[src/rtl/sysid_pkg.sv]
// Shared types and constants for the system-ID boot checker.
// The FSM state encoding, slave word addresses and counter widths live here.
package sysid_pkg;

  typedef enum logic [2:0] {
    ST_IDLE    = 3'd0,
    ST_ID_REQ  = 3'd1,
    ST_ID_WAIT = 3'd2,
    ST_TS_REQ  = 3'd3,
    ST_TS_WAIT = 3'd4,
    ST_DONE    = 3'd5
  } state_e;

  localparam logic ADDR_ID = 1'b0;
  localparam logic ADDR_TS = 1'b1;

  // Wide enough for the largest allowed retry limit (15).
  localparam int unsigned RETRY_W = 4;

  // The timer counts 0 .. timeout_cycles-1, so clog2 of the limit is enough.
  function automatic int unsigned timer_width(input int unsigned timeout_cycles);
    return (timeout_cycles < 32'd2) ? 32'd1 : $clog2(timeout_cycles);
  endfunction

endpackage

[src/rtl/sysid_txn_timer.sv]
// Per-attempt timeout counter plus retry counter for the boot checker.
// expire pulses in the last cycle of an attempt; exhausted means no retries remain.
module sysid_txn_timer
  import sysid_pkg::*;
#(
  parameter int unsigned TIMEOUT_CYCLES = 255,
  parameter int unsigned MAX_RETRIES    = 3,
  localparam int unsigned TW            = timer_width(TIMEOUT_CYCLES)
) (
  input  logic clock,
  input  logic reset_n,
  input  logic active,
  input  logic restart,
  output logic expire,
  output logic exhausted
);

  logic [TW-1:0]      timer_q, timer_d;
  logic [RETRY_W-1:0] retry_q, retry_d;

  assign expire    = active && (timer_q == TW'(TIMEOUT_CYCLES - 32'd1));
  assign exhausted = (retry_q >= RETRY_W'(MAX_RETRIES));

  // Next-count logic; restart has priority so a completing word never counts as a retry.
  always_comb begin
    timer_d = timer_q;
    retry_d = retry_q;
    if (restart || !active || expire) begin
      timer_d = '0;
    end else begin
      timer_d = timer_q + TW'(1);
    end
    if (restart) begin
      retry_d = '0;
    end else if (expire && !exhausted) begin
      retry_d = retry_q + RETRY_W'(1);
    end else begin
      retry_d = retry_q;
    end
  end

  // Counter registers.
  always_ff @(posedge clock or negedge reset_n) begin
    if (!reset_n) begin
      timer_q <= '0;
      retry_q <= '0;
    end else begin
      timer_q <= timer_d;
      retry_q <= retry_d;
    end
  end

endmodule

[config.mk]
export PLATFORM = sky130hd
export DESIGN_NAME = sysid_txn_timer
export DESIGN_NICKNAME = d
export VERILOG_FILES = /design/src/rtl/sysid_pkg.sv /design/src/rtl/sysid_txn_timer.sv
export SDC_FILE = /design/constraint.sdc
export NUM_CORES = 1
export LEC_CHECK = 0
export BUFFER_PORTS_ARGS = -buffer_cell sky130_fd_sc_hd__clkbuf_2
export CAP_MARGIN = 15
export CORE_MARGIN = 1.5
export CORE_UTILIZATION = 40
export CTS_BUF_LIST = sky130_fd_sc_hd__clkbuf_2 sky130_fd_sc_hd__clkbuf_4 sky130_fd_sc_hd__clkbuf_8
export CTS_CLUSTER_DIAMETER = 150
export DETAILED_ROUTE_END_ITERATION = 8
export PLACE_DENSITY_LB_ADDON = 0.05
export SYNTH_ARGS = -nofsm -noshare
export SYNTH_HDL_FRONTEND = slang
export SYNTH_SLANG_ARGS = --single-unit
[constraint.sdc]
create_clock -name clock -period 1.55 [get_ports clock]
set_input_delay 0.155 -clock clock [delete_from_list [all_inputs] [get_ports clock]]
set_output_delay 0.155 -clock clock [all_outputs]
set_load 0.01 [all_outputs]
==> key figures, run 1 <==
Floorplan
  – FP Rows: 13
  – Die Span Y: 41.8 um
  – Die width: 41.8 um
  – Core ar.: 0.00135 mm^2
  – Initial Utilization: 44.6%
  – I/O pin total: 6
  – Die area: 0.00175 mm^2

Final layout
  – Inserted Diodes: 0
  – Post-route cell area: 744 um^2
  – Area delta synth->final: 23.7%
  – Final Non-Filler Cells: 87
  – Layout cell share with drive strength beyond 1: 30.6%
  – Final net count: 81

Yosys
  – Post-Syn Area: 602 um^2
  – Avg Inst Size Synth: 10.9 um^2
  – Post-Syn Instances: 55
  – Register bit total from synthesis: 12
  – Seq/Total Area, Yosys: 49.9%
  – Post-synth cell types: 23
  – Synth warn: 0
  – Mapped Nets: 62

Global routing
  – Grt ovf: 0
  – Pin count of the biggest net entering global routing: 13
  – Total GRT Usage: 14.2%
  – First-pass GRT wire length: 1890 um
  – Number of global-route vias before repair: 445
  – Initial antenna violation count: 0

Route
  – Initial detailed-routing violation count: 5
  – Antenna Nets Post-Route: 0
  – Via total after detailed routing: 439
  – Drt pass-1 iters: 3
  – Vias per cell: 5.05
  – DRC viols: 0
  – Final WL: 1040 um
  – Routed length per instance: 12.0 um

Worst setup path
  – Slowest CP cell: dfrtp_1
  – Critical Path RT: 1.70 ns
  – CP Cell Sequence: ha_2, or3_4, nor3_4, mux2_4
  – Slowest cell delay on critical path: 0.41 ns
  – WP buf/inv: 0
  – Critical R2R Launch: retry_q[0]
  – Startpoint Class: flip-flop
  – RR Endpoint: retry_q[0]
  – Critical path peak fanout: 3
  – CP endpoint kind: flip-flop
  – FF-to-FF setup slack: 0.009 ns
  – Critical path class: flip-flop to flip-flop
  – Worst path top cell family by delay: simple AND/OR/NAND/NOR gates
  – Reg2reg path depth: 4
  – Crit path DAT: 1.70 ns

Power
  – Leak pwr: 0.000338 uW
  – Peak VDD IR: 410 uV
  – Pwr Density: 719 mW/mm^2

Hold path
  – Min-Delay Endpoint: retry_q[2]
  – Worst Hold Class: primary input to flip-flop
  – Hold path depth: 2
  – Worst hold start: restart

Clock network
  – Clk Latency, worst-skew pair: 0.26 ns
  – CTS root buffer: clkbuf_4
  – Num CTS Buffers: 3
  – Clk sinks: 12
  – Clock Tree Buf Depth: 2
  – Clk pin slew, worst setup/hold paths: 0.08 ns
  – H-tree depth: 1
  – CTS tree: done

Placed design
  – Hpwl dp: 770 um
  – PortBufs: 5
  – Placed Cells: 80
  – Routability cong.: 0.701
  – Cell Area, Placed: 689 um^2
  – Post-placement setup slack: 0.00807 ns

Timing
  – Final hold vios: 0
  – Tcrit/Tclk final: 99.4%
  – Final setup fails: 0
  – Setup Skew: 0.00786 ns
  – Achievable frequency: 649 MHz
  – RSZ-0062 raised after global routing: yes
  – Slew Limit Fails: 0
  – Worst setup margin: 0.00926 ns
  – Rel. slew slack: 79.8%
  – Worst Max-Slew Pin Slew: 0.302 ns
  – Setup TNS: 0 ns
  – Min Tclk post-route: 1.54 ns

Status
  – Status: finished clean

Job
  – Max Cap Viol: 0
[through the flow]
step                total power, uW  util (%)  hold slack (ns)
finish                          535      55.1            0.149
global route                    560      55.1            0.159
CTS                             548      54.0            0.145
detailed placement              354      51.1           0.0593
global placement                353      51.1           0.0576
floorplan                       333         -           -0.141
[cell type report]
| class | instances | area, um^2 |
|---|---|---|
| fillers | 124 | 606 |
| flip-flops and latches | 12 | 300 |
| multi-input cells | 41 | 300 |
| repair buffers | 14 | 95.1 |
| clock buffers | 3 | 22.5 |
| well taps | 15 | 18.8 |
| inverters | 2 | 7.51 |
[report_power, final]
| part | total [uW] | switching [uW] | internal, uW |
|---|---|---|---|
| logic | 31.8 | 18.7 | 13.1 |
| registers | 317 | 1.42 | 315 |
| clock network | 187 | 97.4 | 89.5 |
| total | 535 | 118 | 418 |
[cells in the mapped netlist, drive strengths merged]
cell type	instances	share of area (%)
nand4	3	5.6
inv	2	1.2
o22ai	1	1.0
mux2i	1	1.7
nand3b	1	1.2
o21ai	3	2.5
nand2	2	1.2
dfrtp	12	50
nor3	1	2.7
ha	3	6.2
nor2b	4	4.2
xor2	2	2.9
xnor2	1	1.5
nand3	3	3.3
or3	3	3.9
nand2b	2	2.1
mux2	1	1.9
a21oi	3	2.5
nor2	7	4.4
[state kept, by name, indices dropped and copies added, names as in the netlist]
name,flops
timer_q,8
retry_q,4
[worst max path at each step]
stage	startpoint	end	slack [ns]	depth (start not counted)
finish	retry_q[0]	retry_q[0]	0.009	4
global route	retry_q[0]	retry_q[0]	-0.05	4
CTS	retry_q[0]	retry_q[0]	0.003	4
detailed placement	retry_q[0]	retry_q[0]	0.008	4
global placement	retry_q[0]	retry_q[0]	0.02	4
floorplan	retry_q[1]	retry_q[0]	0.006	4
[repair_timing]
item	CTS	global route
pin swaps	2	0
setup buffers	1	2
hold endpoints to repair	12	0
gates resized for setup	0	1
hold buffers	1	0
setup endpoints to repair	2	3
[per-layer routing]
metal | vias to the layer above | global-route usage, % | share of wire [%]
met3 | 2 | 3.04 | 3.1
met1 | 207 | 19.8 | 49
met2 | 4 | 21.3 | 47
met4 | 0 | 5.81 | 0.77
met5 | - | 0 | 0
li1 | 226 | - | -
[placed cells by master, fill, tap and decap left out, drive strengths merged]
master / n
a21oi: 3
buf: 9
clkbuf: 7
dfrtp: 12
dlygate4sd3: 1
ha: 3
inv: 2
mux2: 1
mux2i: 1
nand2: 2
nand2b: 2
nand3: 3
nand3b: 1
nand4: 3
nor2: 7
nor2b: 4
nor3: 1
o21ai: 3
o22ai: 1
or3: 3
xnor2: 1
xor2: 2
[kinds of logic after synthesis]
family	after synthesis	share of synthesized area, %
buffers and inverters	2	1.25
and+or+nand+nor	26	28.7
xor gates and xnor gates	3	4.37
muxes	2	3.53
adders and majority gates	3	6.24
AOI/OAI and AO/OA	7	6.03
DFF	12	49.9
(Power assumes the default switching activity.)
==> run 2: changes to the inputs <==
==> constraint.sdc (replaced) <==
create_clock -name clock -period 1.55 [get_ports clock]
set_input_delay 0.31 -clock clock [delete_from_list [all_inputs] [get_ports clock]]
set_output_delay 0.31 -clock clock [all_outputs]
set_load 0.02 [all_outputs]
==> key figures, run 2 (synthesized netlist as in run 1, its figures left out) <==
Timing
  – RSZ-0062 raised after global routing: yes
  – Setup TNS: -0.113 ns
  – Slew Limit Fails: 0
  – Achievable frequency: 602 MHz
  – Final setup fails: 2
  – Worst Max-Slew Pin Slew: 0.320 ns
  – Setup Skew: 0.000692 ns
  – Min Tclk post-route: 1.66 ns
  – Worst setup margin: -0.112 ns
  – Tcrit/Tclk final: 107%
  – Final hold vios: 0
  – Rel. slew slack: 78.7%

Final layout
  – Post-layout util: 55.7%
  – Area delta synth->final: 24.9%
  – Inserted Diodes: 0
  – Biggest regs: timer_q x8, retry_q x4
  – Commonest non-fill, non-tap cell in the layout: dfrtp_1
  – Final net count: 80
  – Largest register by flop count: timer_q
  – Commonest cells after routing, fill and taps aside: dfrtp_1 (12), buf_4 (8), nor2_1 (7)
  – Layout cell share with drive strength beyond 1: 31.0%
  – Max reg flops: 8

Status
  – Status: finished, violations left
  – Failing checks: setup timing

Hold path
  – Worst Hold Class: primary input to flip-flop

Route
  – DRC viols: 0
  – Vias per cell: 5.30
  – Via total after detailed routing: 456
  – Final WL: 1110 um
  – Initial detailed-routing violation count: 7
  – Routed length per instance: 13.0 um
  – Antenna Nets Post-Route: 0
  – Drt pass-1 iters: 3

Job
  – Max Cap Viol: 0

Clock network
  – Clock Tree Buf Depth: 2
  – Clk pin slew, worst setup/hold paths: 0.07 ns
  – Clk Latency, worst-skew pair: 0.26 ns
  – Clk sinks: 12
  – CTS tree: done
  – H-tree depth: 1
  – CTS root buffer: clkbuf_4
  – Num CTS Buffers: 3

Power
  – Leak pwr: 0.000340 uW
  – Peak VDD IR: 499 uV
  – Pwr Density: 709 mW/mm^2

Global routing
  – First-pass GRT wire length: 1940 um
  – Number of global-route vias before repair: 437
  – Initial antenna violation count: 0
  – Total GRT Usage: 14.6%
  – Pin count of the biggest net entering global routing: 13
  – Grt ovf: 0

Worst setup path
  – Crit path DAT: 1.35 ns
  – Critical Path RT: 1.24 ns
  – Critical path class: flip-flop to primary output
  – Critical path peak fanout: 2
  – CP endpoint kind: primary output
  – Startpoint Class: flip-flop

Floorplan
  – I/O pin total: 6
  – Die width: 41.8 um
  – Die area: 0.00175 mm^2
  – Die Span Y: 41.8 um
  – Initial Utilization: 44.6%
  – Core ar.: 0.00135 mm^2
  – FP Rows: 13

Placed design
  – PortBufs: 5
  – Hpwl dp: 778 um
  – Routability cong.: 0.749
run 2: worst max-delay path: stages, from the launching register on:
cell and delay, ns:
dfrtp_1 0.40, ha_2 0.19, or3_4 0.36, buf_8 0.14
run 2: routing by layer:
| layer | GRT usage, % | routed length [um] | up-vias |
|---|---|---|---|
| li1 | - | - | 225 |
| met1 | 19.1 | 540 | 226 |
| met2 | 21.9 | 541 | 3 |
| met3 | 3.91 | 22 | 2 |
| met4 | 7.74 | 10 | 0 |
| met5 | 0 | 0 | - |
run 2: report_power, final:
part	switching (uW)	internal, uW	total, uW
sequential	1.42	315	317
combinational	19.5	13.3	32.8
clock	94.0	89.7	184
run 2: worst paths after layout:
path,start,end,slack [ns],cells after the start
setup reg to reg,retry_q[0],retry_q[0],0.01,4
setup / recovery,retry_q[0],exhausted,-0.11,3
max in group asynchronous,reset_n,timer_q[3],0.83,2
hold reg to reg,retry_q[3],retry_q[3],0.51,1
hold / removal,restart,retry_q[3],0.29,2
min in group asynchronous,reset_n,retry_q[1],0.48,2
run 2: final cells by class:
| type | count | area [um^2] |
|---|---|---|
| inverter | 2 | 7.51 |
| multi-input combinational | 41 | 303 |
| clock buffer | 3 | 22.5 |
| timing repair buffer | 13 | 100 |
| sequential | 12 | 300 |
| tap | 15 | 18.8 |
| fill | 121 | 598 |
run 2: timing repair:
action,CTS,global route
setup buffers,1,1
resized for setup,4,4
setup endpoints to repair,3,3
hold endpoints to repair,12,0
hold buffers,1,0
pin swaps,1,3
run 2: per-stage QoR:
stage               instance area (um^2)  cells  hold WS (ns)  total power [uW]  worst slack, ns
finish                               752     86         0.292               533           -0.112
global route                         752     86         0.310               555           -0.153
CTS                                  737     85         0.279               540           -0.130
detailed placement                   683     80         0.209               354           0.0103
global placement                     683     80         0.217               354           0.0547
floorplan                            602     55        0.0144               333           0.0171
